### src/rtl/servant_ram_loader.sv
// servant_ram_loader
// Boot-time loader: packs a valid/ready byte stream little-endian into 32-bit
// words and writes them through the RAM's processor-side Wishbone port at
// ascending word addresses starting from BASE_ADR. Idle once the image is in.
module servant_ram_loader #(
   parameter int unsigned depth    = 256,
   parameter int unsigned aw       = $clog2(depth),
   parameter int unsigned BASE_ADR = 0
) (
   input  logic          i_wb_clk,
   input  logic          i_wb_rst_n,
   input  logic          i_start,
   input  logic          i_flush,
   input  logic [7:0]    i_byte,
   input  logic          i_byte_valid,
   output logic          o_byte_ready,
   output logic [31:0]   o_wb_proc_adr,
   output logic [31:0]   o_wb_proc_dat,
   output logic [3:0]    o_wb_proc_sel,
   output logic          o_wb_proc_we,
   output logic          o_wb_proc_stb,
   input  logic          i_wb_proc_ack,
   output logic          o_busy,
   output logic          o_done,
   output logic          o_overflow,
   output logic [aw-2:0] o_words
);

   localparam logic [1:0] S_IDLE    = 2'd0;
   localparam logic [1:0] S_COLLECT = 2'd1;
   localparam logic [1:0] S_WRITE   = 2'd2;
   localparam logic [1:0] S_DONE    = 2'd3;

   localparam logic [aw-1:0] BASE_W  = aw'(BASE_ADR);
   localparam logic [aw:0]   DEPTH_W = (aw+1)'(depth);

   logic [1:0]    state_q, state_d;
   logic [aw-1:0] adr_q, adr_d;
   logic [31:0]   dat_q, dat_d;
   logic [3:0]    sel_q, sel_d;
   logic [1:0]    lane_q, lane_d;
   logic [aw-2:0] words_q, words_d;
   logic          flush_pend_q, flush_pend_d;
   logic          stb_q, stb_d;
   logic          ready_q, ready_d;
   logic          busy_q, busy_d;
   logic          done_q, done_d;
   logic          overflow_q, overflow_d;

   logic          byte_xfer_s;
   logic          write_ack_s;
   logic          at_end_s;

   // ready is only ever high in COLLECT, where every offered byte is taken
   assign byte_xfer_s = i_byte_valid & ready_q;
   assign write_ack_s = stb_q & i_wb_proc_ack;
   // one-bit-wider sum so that reaching depth is visible even though adr wraps
   assign at_end_s    = (({1'b0, adr_q} + (aw+1)'(4)) == DEPTH_W);

   // Next-state logic: packing, write handshake and load sequencing
   always_comb begin
      state_d      = state_q;
      adr_d        = adr_q;
      dat_d        = dat_q;
      sel_d        = sel_q;
      lane_d       = lane_q;
      words_d      = words_q;
      flush_pend_d = flush_pend_q;
      overflow_d   = overflow_q;
      case (state_q)
         S_IDLE, S_DONE: begin
            if (i_start) begin
               state_d      = S_COLLECT;
               adr_d        = BASE_W;
               dat_d        = 32'h0000_0000;
               sel_d        = 4'b0000;
               lane_d       = 2'd0;
               words_d      = '0;
               flush_pend_d = 1'b0;
               overflow_d   = 1'b0;
            end else begin
               state_d = state_q;
            end
         end
         S_COLLECT: begin
            if (byte_xfer_s) begin
               dat_d[{lane_q, 3'b000} +: 8] = i_byte;
               sel_d[lane_q]                = 1'b1;
               lane_d                       = lane_q + 2'd1;
               if ((lane_q == 2'd3) || i_flush) begin
                  state_d      = S_WRITE;
                  flush_pend_d = i_flush;
               end else begin
                  state_d = S_COLLECT;
               end
            end else if (i_flush) begin
               if (lane_q == 2'd0) begin
                  state_d = S_DONE;
               end else begin
                  // unused lanes are already zero: dat is cleared per word
                  state_d      = S_WRITE;
                  flush_pend_d = 1'b1;
               end
            end else begin
               state_d = S_COLLECT;
            end
         end
         S_WRITE: begin
            if (write_ack_s) begin
               adr_d   = adr_q + aw'(4);
               words_d = words_q + (aw-1)'(1);
               lane_d  = 2'd0;
               sel_d   = 4'b0000;
               dat_d   = 32'h0000_0000;
               if (at_end_s) begin
                  overflow_d   = 1'b1;
                  flush_pend_d = 1'b0;
                  state_d      = S_DONE;
               end else if (flush_pend_q) begin
                  flush_pend_d = 1'b0;
                  state_d      = S_DONE;
               end else begin
                  state_d = S_COLLECT;
               end
            end else begin
               state_d = S_WRITE;
            end
         end
         default: begin
            state_d = S_IDLE;
         end
      endcase
   end

   // Output flags follow the upcoming state so they are registered yet cycle-exact
   always_comb begin
      stb_d   = (state_d == S_WRITE);
      ready_d = (state_d == S_COLLECT);
      busy_d  = (state_d == S_COLLECT) || (state_d == S_WRITE);
      done_d  = (state_d == S_DONE);
   end

   // State and output registers with synchronous active-low reset
   always_ff @(posedge i_wb_clk) begin
      if (!i_wb_rst_n) begin
         state_q      <= S_IDLE;
         adr_q        <= BASE_W;
         dat_q        <= 32'h0000_0000;
         sel_q        <= 4'b0000;
         lane_q       <= 2'd0;
         words_q      <= '0;
         flush_pend_q <= 1'b0;
         stb_q        <= 1'b0;
         ready_q      <= 1'b0;
         busy_q       <= 1'b0;
         done_q       <= 1'b0;
         overflow_q   <= 1'b0;
      end else begin
         state_q      <= state_d;
         adr_q        <= adr_d;
         dat_q        <= dat_d;
         sel_q        <= sel_d;
         lane_q       <= lane_d;
         words_q      <= words_d;
         flush_pend_q <= flush_pend_d;
         stb_q        <= stb_d;
         ready_q      <= ready_d;
         busy_q       <= busy_d;
         done_q       <= done_d;
         overflow_q   <= overflow_d;
      end
   end

   assign o_byte_ready  = ready_q;
   assign o_wb_proc_adr = {{(32-aw){1'b0}}, adr_q};
   assign o_wb_proc_dat = dat_q;
   assign o_wb_proc_sel = sel_q;
   assign o_wb_proc_we  = stb_q;
   assign o_wb_proc_stb = stb_q;
   assign o_busy        = busy_q;
   assign o_done        = done_q;
   assign o_overflow    = overflow_q;
   assign o_words       = words_q;

endmodule

### config.mk
export PLATFORM = sky130hd
export DESIGN_NAME = servant_ram_loader
export DESIGN_NICKNAME = d
export VERILOG_FILES = /design/src/rtl/servant_ram_loader.sv
export SDC_FILE = /design/constraint.sdc
export NUM_CORES = 1
export LEC_CHECK = 0
export BUFFER_PORTS_ARGS = -buffer_cell sky130_fd_sc_hd__buf_2
export CORE_UTILIZATION = 50
export DETAILED_ROUTE_END_ITERATION = 10
export PLACE_DENSITY = 0.8
export SYNTH_ARGS = -nofsm -noshare
export SYNTH_HDL_FRONTEND = slang
export SYNTH_SLANG_ARGS = --single-unit
export TNS_END_PERCENT = 5
### constraint.sdc
create_clock -name i_wb_clk -period 2 [get_ports i_wb_clk]
set_input_delay 0 -clock i_wb_clk [delete_from_list [all_inputs] [get_ports i_wb_clk]]
set_output_delay 0 -clock i_wb_clk [all_outputs]
set_load 0.02 [all_outputs]
## Word level (Yosys, flattened, before mapping)

Cells that the tools add are included.

- Flip-flop bits (word level): 61
- Bits of input ports: 14
- Output and inout bits: 81
- Logic and storage cells: 90

- Add/subtract/negate cells: 5
- $lt $le $gt $ge: 2
- Equal/unequal tests: 15
- Shifts and indexed selects: 2
- Mux-type cells: 40
- Bitwise gates (word level): 3
- Reductions and logical operators: 11

Operators with widths:

| operator | count |
|---|---|
| two-way mux 32 bit | 3 |
| one-hot mux 32 bit (3 select lines) | 1 |
| bitwise mux 32 bit | 1 |
| variable shift 8 x 7 -> 32 bit (first input constant) | 1 |
| indexed part select 8 x 7 -> 32 bit | 1 |
| two-way mux 2 bit | 10 |
| two-way mux 8 bit | 2 |
| one-hot mux 8 bit (2 select lines) | 1 |
| two-way mux 7 bit | 2 |
| one-hot mux 7 bit (2 select lines) | 1 |
| two-way mux 4 bit | 3 |
| one-hot mux 2 bit (3 select lines) | 2 |
| one-hot mux 4 bit (3 select lines) | 1 |
| == test 2 bit (second input constant) | 5 |
| two-way mux 1 bit | 10 |
| adder 8 x 3 -> 9 bit (second input constant) | 1 |
| == test 9 bit (second input constant) | 1 |
| != test 3 bit (second input constant) | 3 |
| adder 8 x 3 -> 8 bit (second input constant) | 1 |
| != test 2 bit (second input constant) | 4 |
| adder 7 x 1 -> 7 bit (second input constant) | 1 |
| negator 5 -> 7 bit | 1 |
| AND reduction 3 bit | 2 |
| AND reduction 5 bit | 1 |
| 15 further kinds | 19 |

## Longest topological paths before layout

- Depth after elaboration: 7
- Depth in mapped cells: 8
- Mapped depth without buffers: 8

## Worst setup path before layout

Ideal clock, no wire load.

- Path kind: reg2reg
- Start: reg adr_q[2]
- End: reg busy_q, in the netlist o_busy
- Library setup time: 0.065 ns
- Arrival time: 1.692 ns
- Data required time: 1.935 ns
- Setup slack: 0.243 ns
- Stages on the path, launching flop included: 8
- Path buffers: 0
- Clock period less this slack: 1.757 ns
- Cells stage by stage: dfxtp_1 ha_1 nand3_1 nor3_1 o31a_1 inv_1 ha_1 nor2b_1

- Word-level cells in the longest chain between the ends: 7
- Elaborated cells between the ends (all ways): 8
- Those cells by class: 1 x add/sub; 3 x eq/ne; 3 x mux; 1 x reduce/logical

RTL lines:

| item | line | RTL |
|---|---|---|
| from (decl) | 38 | `logic [aw-1:0] adr_q, adr_d;` |
| from (signal assigned) | 160 | `adr_q <= adr_d;` |
| adder 8 x 3 -> 9 bit (*) | 58 | `assign at_end_s = (({1'b0, adr_q} + (aw+1)'(4)) == DEPTH_W);` |
| == test 9 bit (*) | 58 |  |
| two-way mux 2 bit (*) | 115 | `if (at_end_s) begin` |
| two-way mux 2 bit (*) | 109 | `if (write_ack_s) begin` |
| one-hot mux 2 bit (3 select lines) (*) | 70 | `case (state_q)` |
| named net state_d[1] | 37 | `logic [1:0] state_q, state_d;` |
| == test 2 x 1 -> 1 bit or == test 2 bit (tied branches) | 139 | `busy_d = (state_d == S_COLLECT) \|\| (state_d == S_WRITE);` |
| logical OR 1 bit (*) | 139 |  |
| to (signal assigned) | 168 | `busy_q <= busy_d;` |
| to (decl) | 46 | `logic busy_q, busy_d;` |

The timed path passes the listed nets; every way through them passes the cells marked *.
A chain may end at the register's enable or synchronous reset.

## Worst setup path after layout

- Start: reg state_q[1]
- End: reg dat_q[31], in the netlist o_wb_proc_dat[31]

- Word-level cells in the longest chain between the ends: 4
- Elaborated cells between the ends (all ways): 10
- Those cells by class: 6 x eq/ne; 1 x mux; 3 x reduce/logical

RTL lines:

| item | line | RTL |
|---|---|---|
| from (decl) | 37 |  |
| from (signal assigned) | 159 | `state_q <= state_d;` |
| == test 2 bit or logical NOT 2 bit (tied branches) | 70 |  |
| OR reduction 2 bit | 70 |  |
| != test 2 bit (no line) | n/a |  |
| AND reduction 3 bit (no line) | n/a |  |
| to (signal assigned) | 161 | `dat_q <= dat_d;` |
| to (decl) | 39 | `logic [31:0] dat_q, dat_d;` |

Parallel ways exist; a longest one is shown, timed or not.

==> metrics <==
Clock Skews 7.624 ps; Placed Instances 439; total track usage 22.93%; wl on met1 3040 um; initial antenna violation count 0; WP data required 2220 ps; Final period util 93.09%; CTS tree yes; Die Wd 76.80 um; final instance area 3467 um2; mapped cell area 2798 um2; nets 416; row count 26; WL per Instance 14.25 um; final non-filler cell total 466; Pleak 1.566 nW; RSZ-0062 raised after global routing false; largest net degree at the start of global routing 25; final HPWL from detailed placement 4622 um; Worst-Skew Late Latency 330 ps; Max-Cap Viols 0; CTS Buf Count 9; core area 5238 um2; fin. max-slew vios 0; final wirelength 6641 um; grt ovf 0; critical path class reg2reg; vias in the first global route 2219; main flop type after synthesis dfxtp_1; Critical Path, Cell by Cell inv_1, ha_1, buf_4, nand4_1, o41ai_1; ys async rst share 0%; Startpoint Class flip-flop; Distinct cells, synth 50; fraction of layout cells with a size suffix above 1 28.03%; post-DR vias/cell 5.509; Worst Hold Class in2reg; port buffer count 68; Worst setup EP type flip-flop; Antenna Nets Post-Route 0; arrival time worst endpoint 2080 ps; setup TNS 0 ps; initial core utilization 53.42%; area delta synth->final 23.93%; clock transition at the registers of the reported paths 70 ps; WL met2 3021 um; clock buffer depth 2; DIE AREA 5898 um2; Fmax achieved 537.1 MHz; top routing layer used met4; via count 2567; number of enable flip-flop cells after synthesis 0; commonest non-fill, non-tap cell in the layout buf_2; dpl cell area 3143 um2; Finish-stage setup viols 0; sequential share of the synthesized area 42.22%; Sink Count 59; highest-count cells in the layout ignoring fill and taps buf_2 (68), dfxtp_1 (58), nand3_1 (35), conb_1 (26), nand2_1 (18); CP Max Fanout 12; # IOs 95; largest stage delay on the critical path 420 ps; Antenna Cells 0; Hold Slack 118.4 ps; Root Driver clkbuf_8; DRT iter0 DRCs 195; met3 routed wirelength 437 um; synthesized area per cell 9.173 um2; Crit-path slowest cell o41ai_1; Util after Layout 66.20%; flops & latches, synth 59; drt pass-1 iters 5; first-pass GRT wire length 10730 um; post-synthesis cell count 305; Final min period 1862 ps; power per cell area 1062 nW/um2; Die Ht 76.80 um; RD Place Congestion 0.8652; outcome finished, final reports clean; VDD IR max 0.0005758 V; Syn. warnings 0; H-Tree Depth 3; endpoints failing hold 0; drc violations 0
==> cell usage after synthesis (2+ instances only) <==
library cell  number  area, um2
nand3_1           35      175.2
buf_4             27      202.7
and3_1             4      25.02
nand4b_1           2      17.52
a22o_1             8      70.07
nor2b_1            7      43.79
nand2_1           18      67.56
nor2_1            13      48.80
a21oi_1           12      60.06
dfxtp_1           59       1181
buf_2              3      15.01
and2_1             6      37.54
a31oi_1            2      12.51
a22oi_1            2      15.01
clkbuf_1           6      22.52
or3_1              2      12.51
o31ai_1           16      120.1
o21ai_0           11      55.05
a21boi_2           2      22.52
inv_1              7      26.28
xor2_1             3      26.28
a211o_1            2      17.52
o41ai_1            8      70.07
o21a_1             2      15.01
buf_6              2      22.52
nand4_1            8      50.05
nor3_1             5      25.02
ha_1              11      137.6
==> layer usage <==
| metal | vias to the layer above | track usage (%) |
|---|---|---|
| met2 | 115 | 34.55 |
| li1 | 1244 | - |
| met5 | - | 0 |
| met3 | 14 | 5.357 |
| met1 | 1194 | 29.96 |
| met4 | 0 | 12.88 |
==> timing repair <==
item,4_1_cts,5_1_grt
hold buffers,8,0
hold endpoints to repair,8,0
buffers inserted,0,3
resized for setup,0,6
endpoints found under the setup margin,0,24
==> kinds of logic (layout without fill, tap and decap cells) <==
group | Yosys count | count (layout) | share of synthesized area, %
simple gates | 109 | 109 | 21.15
compound gates | 74 | 74 | 19.46
flops | 59 | 59 | 42.22
buf+inv | 47 | 113 | 10.64
fa+ha+maj | 11 | 11 | 4.919
xor+xnor | 3 | 3 | 0.9393
other cells | 1 | 26 | 0.1340
mux | 1 | 1 | 0.5365
==> power breakdown <==
| part | internal [mW] | switching [mW] |
|---|---|---|
| combinational | 0.446 | 0.851 |
| sequential | 1.27 | 0.0693 |
| clock | 0.603 | 0.448 |
==> path summary, 6_finish.rpt <==
| path | startpoint | end | slack [ps] | cells after the start |
|---|---|---|---|---|
| worst min register to register | o_wb_proc_dat[8] | o_wb_proc_dat[8] | 470 | 2 |
| worst min-delay path | i_start | o_overflow | 120 | 4 |
| worst max-delay path | state_q[1] | o_wb_proc_dat[31] | 140 | 5 |
| worst max register to register | state_q[1] | o_wb_proc_dat[31] | 140 | 5 |
==> worst max-delay path, delay by kind of cell (launching register included) <==
kind            cells  cell delay, ps
buf+inv             2             300
compound gates      1             420
fa+ha+maj           1             400
simple gates        1             300
flops               1             330
==> state kept, by name (all words and copies together) (netlist names), 2 cells and up <==
name,flops
lane_q,2
o_wb_proc_dat,32
adr_q,6
state_q,2
o_wb_proc_sel,4
o_words,7
==> through the flow <==
| step | power (mW) | setup WS (ps) |
|---|---|---|
| 3_3_place_gp | 2.519 | 155.3 |
| 2_1_floorplan | 2.312 | 243.0 |
| 5_1_grt | 3.886 | 40.49 |
| 6_report | 3.683 | 138.3 |
| 3_5_place_dp | 2.551 | 56.54 |
| 4_1_cts | 3.623 | 1.425 |
==> area by class of cell <==
class	instances	area (um2)
Multi-Input combinational cell	224	1439
Inverter	7	26.28
Sequential cell	59	1182
Tap cell	70	87.58
Clock buffer	11	141.4
Clock inverter	5	52.55
Timing Repair Buffer	90	538.0
Fill cell	433	1770
Note: power is estimated with default switching activity, not from simulation.
